<file path="src/rtl/div_seq_pkg.sv">
// Shared constants for the sequential divider: FSM encoding, request-op bit
// positions, iteration count and a two's-complement negate helper.
package div_seq_pkg;

  localparam logic [1:0] S_IDLE = 2'd0;
  localparam logic [1:0] S_CALC = 2'd1;
  localparam logic [1:0] S_FIX  = 2'd2;
  localparam logic [1:0] S_DONE = 2'd3;

  localparam int OP_REM_BIT    = 0;
  localparam int OP_SIGNED_BIT = 1;

  localparam int         STEP_COUNT = 32;
  localparam logic [4:0] LAST_STEP  = 5'(STEP_COUNT - 1);

  function automatic logic [31:0] neg32(input logic [31:0] v);
    return (~v) + 32'd1;
  endfunction

endpackage

</file>
<file path="src/rtl/div_seq_step.sv">
// One restoring-division iteration: shift in the next dividend bit, then
// subtract the divisor when the 33-bit partial remainder covers it.
module div_seq_step (
  input  logic [31:0] rem,
  input  logic        dvd_msb,
  input  logic [31:0] divisor,
  output logic [31:0] rem_next,
  output logic        q_bit
);

  logic [32:0] shifted;
  logic [32:0] diff;

  assign shifted  = {rem, dvd_msb};
  assign diff     = shifted - {1'b0, divisor};
  assign q_bit    = (shifted >= {1'b0, divisor});
  assign rem_next = q_bit ? diff[31:0] : shifted[31:0];

endmodule

</file>
<file path="src/rtl/div_seq_ctrl.sv">
// EXE-stage divide sequencer: accept, 32 restoring steps, sign fix, hold until MEM takes it.
// Define DIV_SEQ_EARLY_OUT_EN to skip the iteration for zero divisors and |dividend| < |divisor|.
module div_seq_ctrl
  import div_seq_pkg::*;
(
  input  logic        clk,
  input  logic        reset,
  input  logic        req_valid,
  output logic        req_ready,
  input  logic [1:0]  req_op,
  input  logic [31:0] req_src1,
  input  logic [31:0] req_src2,
  input  logic        flush,
  input  logic        out_ready,
  output logic        out_valid,
  output logic [31:0] out_result,
  output logic        busy
);

  logic [1:0]  state;
  logic [4:0]  cnt;
  logic        op_rem;
  logic        neg_q;
  logic        neg_r;
  logic [31:0] dvd;
  logic [31:0] rem;
  logic [31:0] dsr;
  logic [31:0] rem_next;
  logic        q_bit;
  logic        is_signed;
  logic [31:0] abs1;
  logic [31:0] abs2;
  logic        accept;
  logic        early;
  logic [31:0] fix_q;
  logic [31:0] fix_r;

  assign is_signed = req_op[OP_SIGNED_BIT];
  assign abs1      = (is_signed && req_src1[31]) ? neg32(req_src1) : req_src1;
  assign abs2      = (is_signed && req_src2[31]) ? neg32(req_src2) : req_src2;
  assign accept    = (state == S_IDLE) && req_valid && !flush;

`ifdef DIV_SEQ_EARLY_OUT_EN
  assign early = (abs2 == 32'd0) || (abs1 < abs2);
`else
  assign early = 1'b0;
`endif

  assign req_ready = (state == S_IDLE);
  assign busy      = (state != S_IDLE);

  div_seq_step u_step (
    .rem      (rem),
    .dvd_msb  (dvd[31]),
    .divisor  (dsr),
    .rem_next (rem_next),
    .q_bit    (q_bit)
  );

  assign fix_q = neg_q ? neg32(dvd) : dvd;
  assign fix_r = neg_r ? neg32(rem) : rem;

  // Control: FSM, step counter, handshake and result register
  always_ff @(posedge clk or negedge reset) begin
    if (!reset) begin
      state      <= S_IDLE;
      cnt        <= 5'd0;
      out_valid  <= 1'b0;
      out_result <= 32'd0;
    end else if (flush) begin
      state     <= S_IDLE;
      out_valid <= 1'b0;
    end else begin
      case (state)
        S_IDLE: begin
          if (req_valid) begin
            cnt   <= 5'd0;
            state <= early ? S_FIX : S_CALC;
          end
        end
        S_CALC: begin
          cnt <= cnt + 5'd1;
          if (cnt == LAST_STEP) state <= S_FIX;
        end
        S_FIX: begin
          out_result <= op_rem ? fix_r : fix_q;
          state      <= S_DONE;
        end
        default: begin
          // out_valid rises one cycle into DONE, giving the fixed accept-to-valid latency
          if (out_valid && out_ready) begin
            out_valid <= 1'b0;
            state     <= S_IDLE;
          end else begin
            out_valid <= 1'b1;
          end
        end
      endcase
    end
  end

  // Operand and iteration registers: dvd collects quotient bits as it shifts out dividend bits
  always_ff @(posedge clk) begin
    if (accept) begin
      op_rem <= req_op[OP_REM_BIT];
      neg_q  <= is_signed && (req_src1[31] ^ req_src2[31]);
      neg_r  <= is_signed && req_src1[31];
      dsr    <= abs2;
      if (early) begin
        dvd <= {32{abs2 == 32'd0}};
        rem <= abs1;
      end else begin
        dvd <= abs1;
        rem <= 32'd0;
      end
    end else if (state == S_CALC) begin
      dvd <= {dvd[30:0], q_bit};
      rem <= rem_next;
    end
  end

endmodule

</file>
<file path="config.mk">
export PLATFORM = sky130hd
export DESIGN_NAME = div_seq_ctrl
export DESIGN_NICKNAME = d
export VERILOG_FILES = /design/src/rtl/div_seq_pkg.sv /design/src/rtl/div_seq_step.sv /design/src/rtl/div_seq_ctrl.sv
export SDC_FILE = /design/constraint.sdc
export NUM_CORES = 1
export LEC_CHECK = 0
export CAP_MARGIN = 10
export CORE_UTILIZATION = 54
export CTS_BUF_LIST = sky130_fd_sc_hd__clkbuf_4
export DETAILED_ROUTE_END_ITERATION = 7
export HOLD_SLACK_MARGIN = 0.05
export PLACE_DENSITY = 0.81
export SETUP_SLACK_MARGIN = 0.3
export SLEW_MARGIN = 10
export SYNTH_ARGS = -nofsm -noshare
export SYNTH_HDL_FRONTEND = slang
export SYNTH_SLANG_ARGS = --single-unit
</file>
<file path="constraint.sdc">
create_clock -name clk -period 2.75 [get_ports clk]
set_input_delay 0.55 -clock clk [delete_from_list [all_inputs] [get_ports clk]]
set_output_delay 0.55 -clock clk [all_outputs]
set_load 0.05 [all_outputs]
</file>
* Word level (Yosys, flattened, before mapping)
Cells that the tools add are included.
** Word-level totals
- Flip-flop bits (word level) :: 139
- Input bits :: 71
- Output and inout port bits :: 35
- Logic and storage cells :: 64
** Operators by class
- $add $sub $neg :: 6
- $lt $le $gt $ge :: 1
- Equality and inequality tests :: 7
- Mux-type cells :: 18
- Bitwise gates (word level) :: 6
- Reduce and logical (&&, ||, !) cells :: 16
** Operator list (count)
- two-way mux 32 bit :: 8
- adder 32 x 1 -> 32 bit, second input constant :: 4
- inverter 32 bit :: 4
- >= comparator 33 x 32 -> 1 bit :: 1
- subtractor 32 bit :: 1
- case mux 5 bit (2 select lines) :: 1
- two-way mux 2 bit :: 4
- logical AND 1 bit :: 6
- case mux 2 bit (3 select lines) :: 1
- AND reduction 3 bit :: 2
- nonzero test 2 bit :: 3
- adder 5 x 1 -> 5 bit, second input constant :: 1
- equality test 5 bit, second input constant :: 1
- two-way mux 5 bit :: 1
- nonzero test 5 bit :: 1
- two-way mux 1 bit :: 3
- inequality test 3 x 2 -> 1 bit, second input constant :: 1
- inequality test 3 bit, second input constant :: 1
- OR reduction 3 bit :: 1
- equality test 2 x 1 -> 1 bit, second input constant :: 1
- equality test 2 bit, second input constant :: 1
- logical NOT 2 bit :: 1
- inequality test 2 x 1 -> 1 bit, second input constant :: 1
- inequality test 2 bit, second input constant :: 1
- other kinds (4) :: 4

* Depth between registers and ports, before layout
- Depth in word-level cells :: 4
- Gate-level depth with buffers :: 14
- Depth with buffers taken out :: 13

* Hierarchy
Synthesis repeated with hierarchy kept, for this count alone.
** Unflattened totals
- Cell total of the unflattened synthesis :: 1142
- Area, all modules :: 10326.2 µm²
** Modules (own cells, without submodules)
- div_seq_ctrl :: times used 1, cells an instance 819, area each 7995.2 µm², sequential area each 3653.5 µm²
- div_seq_step :: times used 1, cells an instance 323, area each 2331.0 µm², sequential area each 0.0 µm²

* Worst setup path after synthesis
No wires, ideal clock.
- Kind :: register to register
- Start point :: register state[0]
- End point :: register dvd[0], data pin
- Library setup time :: 320 ps
- Data arrival time :: 3506 ps
- Required time :: 2430 ps
- Slack :: -1076 ps
- Cell stages (with the launch flop) :: 9
- Path buffers :: 2
- Period minus slack after synthesis :: 3826 ps
- Cell sequence :: dfrtp_1 -> inv_1 -> ha_1 -> inv_1 -> or2_2 -> clkbuf_1 -> inv_1 -> clkbuf_1 -> o21ai_0
** On the way
- Longest elaborated chain between the ends :: 4
** RTL lines
- start: declaration :: RTL line div_seq_ctrl.sv:20 : logic [1:0] state;
- start signal: assignment :: RTL line div_seq_ctrl.sv:78 : state <= early ? S_FIX : S_CALC;
- logical NOT 2 bit
- via req_ready :: RTL line div_seq_ctrl.sv:9 : output logic req_ready,
- logical AND 1 bit (2 in a row) :: RTL line div_seq_ctrl.sv:41 : assign accept = (state == S_IDLE) && req_valid && !flush;
- via accept :: RTL line div_seq_ctrl.sv:33 : logic accept;
- two-way mux 32 bit :: RTL line div_seq_ctrl.sv:104 : if (accept) begin
- end signal: assignment :: RTL line div_seq_ctrl.sv:110 : dvd <= {32{abs2 == 32'd0}};
- end signal: assignment :: RTL line div_seq_ctrl.sv:113 : dvd <= abs1;
- end signal: assignment :: RTL line div_seq_ctrl.sv:117 : dvd <= {dvd[30:0], q_bit};
- end: declaration :: RTL line div_seq_ctrl.sv:25 : logic [31:0] dvd;
The timed path passes the listed nets, and every way through them passes these cells.
A chain may end at the register's enable or synchronous reset.

* Worst setup path after layout
- Start point :: register dsr[8]
- End point :: register rem[14]
** On the way
- Longest elaborated chain between the ends :: 2
- Elaborated cells on any way between the ends :: 3
- Classes of those cells :: add/sub (1); order compare (1); mux (1)
** RTL lines
- start: declaration :: RTL line div_seq_ctrl.sv:27 : logic [31:0] dsr;
- start signal: assignment :: RTL line div_seq_ctrl.sv:108 : dsr <= abs2;
- subtractor 32 bit or >= comparator 33 x 32 -> 1 bit (tied branches) :: RTL line div_seq_step.sv:15, div_seq_step.sv:16
- two-way mux 32 bit * :: RTL line div_seq_step.sv:17 : assign rem_next = q_bit ? diff[31:0] : shifted[31:0];
- end signal: assignment :: RTL line div_seq_ctrl.sv:111 : rem <= abs1;
- end signal: assignment :: RTL line div_seq_ctrl.sv:118 : rem <= rem_next;
- end: declaration :: RTL line div_seq_ctrl.sv:26 : logic [31:0] rem;
Mark *: on every way between the ends. The rest lies on a longest branch, timed or not.

==> results_dict.tcl <==
set metrics [dict create \
    status "complete, but fails checks" \
    violations "design-rule violations, negative setup slack" \
    setup_viol 19 \
    crit_path_end_kind "flip-flop" \
    dp_hpwl_um 21800 \
    gp_congestion 0.949 \
    met1Wirelength_um 12800 \
    clock.fmax_mhz 345 \
    synth-main-ff-cell "edfxtp_1" \
    layout_commonest_cell "buf_4" \
    p_leak_nw 5.79 \
    power.density_nw_per_um2 1120 \
    wl_met2_um 14700 \
    synthCells 1194 \
    wl_met3_um 2430 \
    grt-ovfl-total 0 \
    hold_viol 0 \
    drc 16 \
    final.period_utilization 1.05 \
    clock_path_buffers 2 \
    grt_max_degree 87 \
    layout-drive-gt1-share 0.239 \
    rsz0062_at_grt "true" \
    p_total_mw 15.4 \
    top_layer "met4" \
    cts_tree "built" \
    final_max_slew_viol_count 0 \
    synthArstFlopShare 0.288 \
    synth_area_um2 10000 \
    yosysWarnings 0 \
    drtAntennaViolNets 0 \
    crit_arrival_ps 3350 \
    cts_buffers 17 \
    grt_pass1_vias 9397 \
    synth_top_area_frac 0.200 \
    cts_sinks 139 \
    crit_chain "inv_2 -> ha_4 -> nand4_1 -> or3_4 -> o211a_1 -> a211oi_2 -> nor2_1 -> a211o_1 -> buf_4 -> clkbuf_16 -> mux2i_1 -> a21oi_1" \
    crit_fanout 9 \
    num_io_pins 106 \
    cts-htree-levels 4 \
    fin_worst_skew_ps 27.4 \
    initialDrtViolationCount 1175 \
    slew_headroom 0.301 \
    clock_latency_ps 580 \
    final.min_clock_period_ps 2900 \
    max-cap-violations 0 \
    required_ps 3200 \
    dieArea_um2 19200 \
    vdd_drop_max_mv 0.591 \
    crit_buf_inv 3 \
    wirelength_um 30700 \
    cpPeakStageDelay_ps 380 \
    viasPerCell 6.03 \
    track_usage 0.303 \
    critPathLaunchType "flip-flop" \
    synth_edf_count 67 \
    synthDistinctLibCells 59 \
    core_um2 18100 \
    fin_ws_ps -146 \
    holdWs_ps 82.3 \
    fp.dieW_um 138 \
    syn_to_final_growth_pct 37.2 \
    row_count 49 \
    hold_class "input pin to asynchronous set/reset pin" \
    start_util 0.555 \
    via_count 10306 \
    layout.nets 1581 \
    port_buffers 105 \
    worst_pin_slew_ps 1050 \
    grt_pass1_wl_um 46400 \
    mostFrequentLayoutCells "buf_4 (197), nand2_1 (147), o21ai_0 (129), a21oi_1 (95), clkdlybuf4s50_1 (95)" \
    routedWlPerCell_um 18.0 \
    first_pass_iters 8 \
    path_class "flip-flop to flip-flop" \
    die_y_um 138 \
    synth.area.top_cells "edfxtp_1 (20%), dfrtp_1 (10%), o21ai_0 (7.3%)" \
    ys_ff_latch 139 \
    cts.clk_slew.worst_paths_ps 140 \
    critPathTopFamily "compound AO/OA/AOI/OAI gates" \
    final_util 0.762 \
    grt_antenna_before_repair 1 \
    yosysTopAreaCell "edfxtp_1" \
    cts_root_buffer "clkbuf_4" \
    syn_avg_cell_area_um2 8.41 \
    crit_slowest_cell "or3_4" \
    synthesis.nets 1308 \
    ys_seq_area_frac 0.364 \
]
==> state kept, by name, summed over array words and instances (netlist names) <==
name / count
dsr: 32
dvd: 32
out_result: 32
rem: 32
cnt: 5
state: 2
neg_q: 1
neg_r: 1
op_rem: 1
out_valid: 1
==> per-layer routing <==
metal  track usage  vias up
met5             0        -
met2         0.493      499
met4         0.118        0
met1         0.403     4889
li1              -     4827
met3        0.0526       91
==> cell type report <==
cell class                 count  area (um2)
sequential                   139        3660
clock inverter                14         143
antenna                        1        2.50
clock buffer                  18         135
multi-input combinational    937        6630
timing repair buffer         313        2700
tap                          229         287
inverter                      59         225
fill                        1223        4310
==> Yosys cell counts (29+ instances only) <==
cell type  instances
nand2_1          151
o21ai_0          147
a21oi_1          101
xnor2_1           76
xor2_1            70
nor2_1            69
edfxtp_1          67
inv_1             59
clkbuf_1          49
ha_1              42
dfrtp_1           40
dfxtp_1           32
mux2i_1           29
==> cell families (layout without fill, tap and decap cells) <==
logic type                 Yosys count  after routing  share of synthesized area
AOI/OAI and AO/OA                  361            361                      0.214
and+or+nand+nor                    357            357                      0.165
xor gates and xnor gates           146            146                      0.127
DFF                                139            139                      0.364
buffers and inverters              118            404                     0.0453
adders and majority gates           43             43                     0.0543
muxes                               30             30                     0.0300
other                                0              1                          0
==> report_power, final <==
part | internal (mW) | total [mW] | switching [mW]
sequential | 3.14 | 3.94 | 0.802
combinational | 4.45 | 10.1 | 5.68
clock | 0.553 | 1.38 | 0.825
==> repair_timing <==
action,CTS,global route
hold buffers,0,0
gates cloned,0,2
hold endpoints to repair,0,0
setup endpoints to repair,54,70
buffers inserted,20,9
gates resized for setup,58,69
pin swaps,33,52
==> stage by stage <==
step	area, um2	setup TNS (ps)	worst slack [ps]	std cells
finish	13800	-1550	-146	1710
floorplan	10300	-36.6	-36.6	1194
CTS	13300	-959	-124	1698
global route	13800	-5190	-252	1710
global placement	12700	-4160	-296	1646
detailed placement	12700	-7030	-387	1646
==> path summary, 6_finish.rpt <==
check | slack [ps] | startpoint | cells after the start | endpoint
max | -150 | dsr[8] | 12 | rem[14]
min | 80 | reset | 1 | out_result[31]
max reg2reg | -150 | dsr[8] | 12 | rem[14]
min reg2reg | 500 | out_result[18] | 2 | out_result[18]
max in group asynchronous | 2100 | reset | 1 | state[1]
min in group clk | 500 | out_result[18] | 2 | out_result[18]
Note: power is estimated with default switching activity, not from simulation.
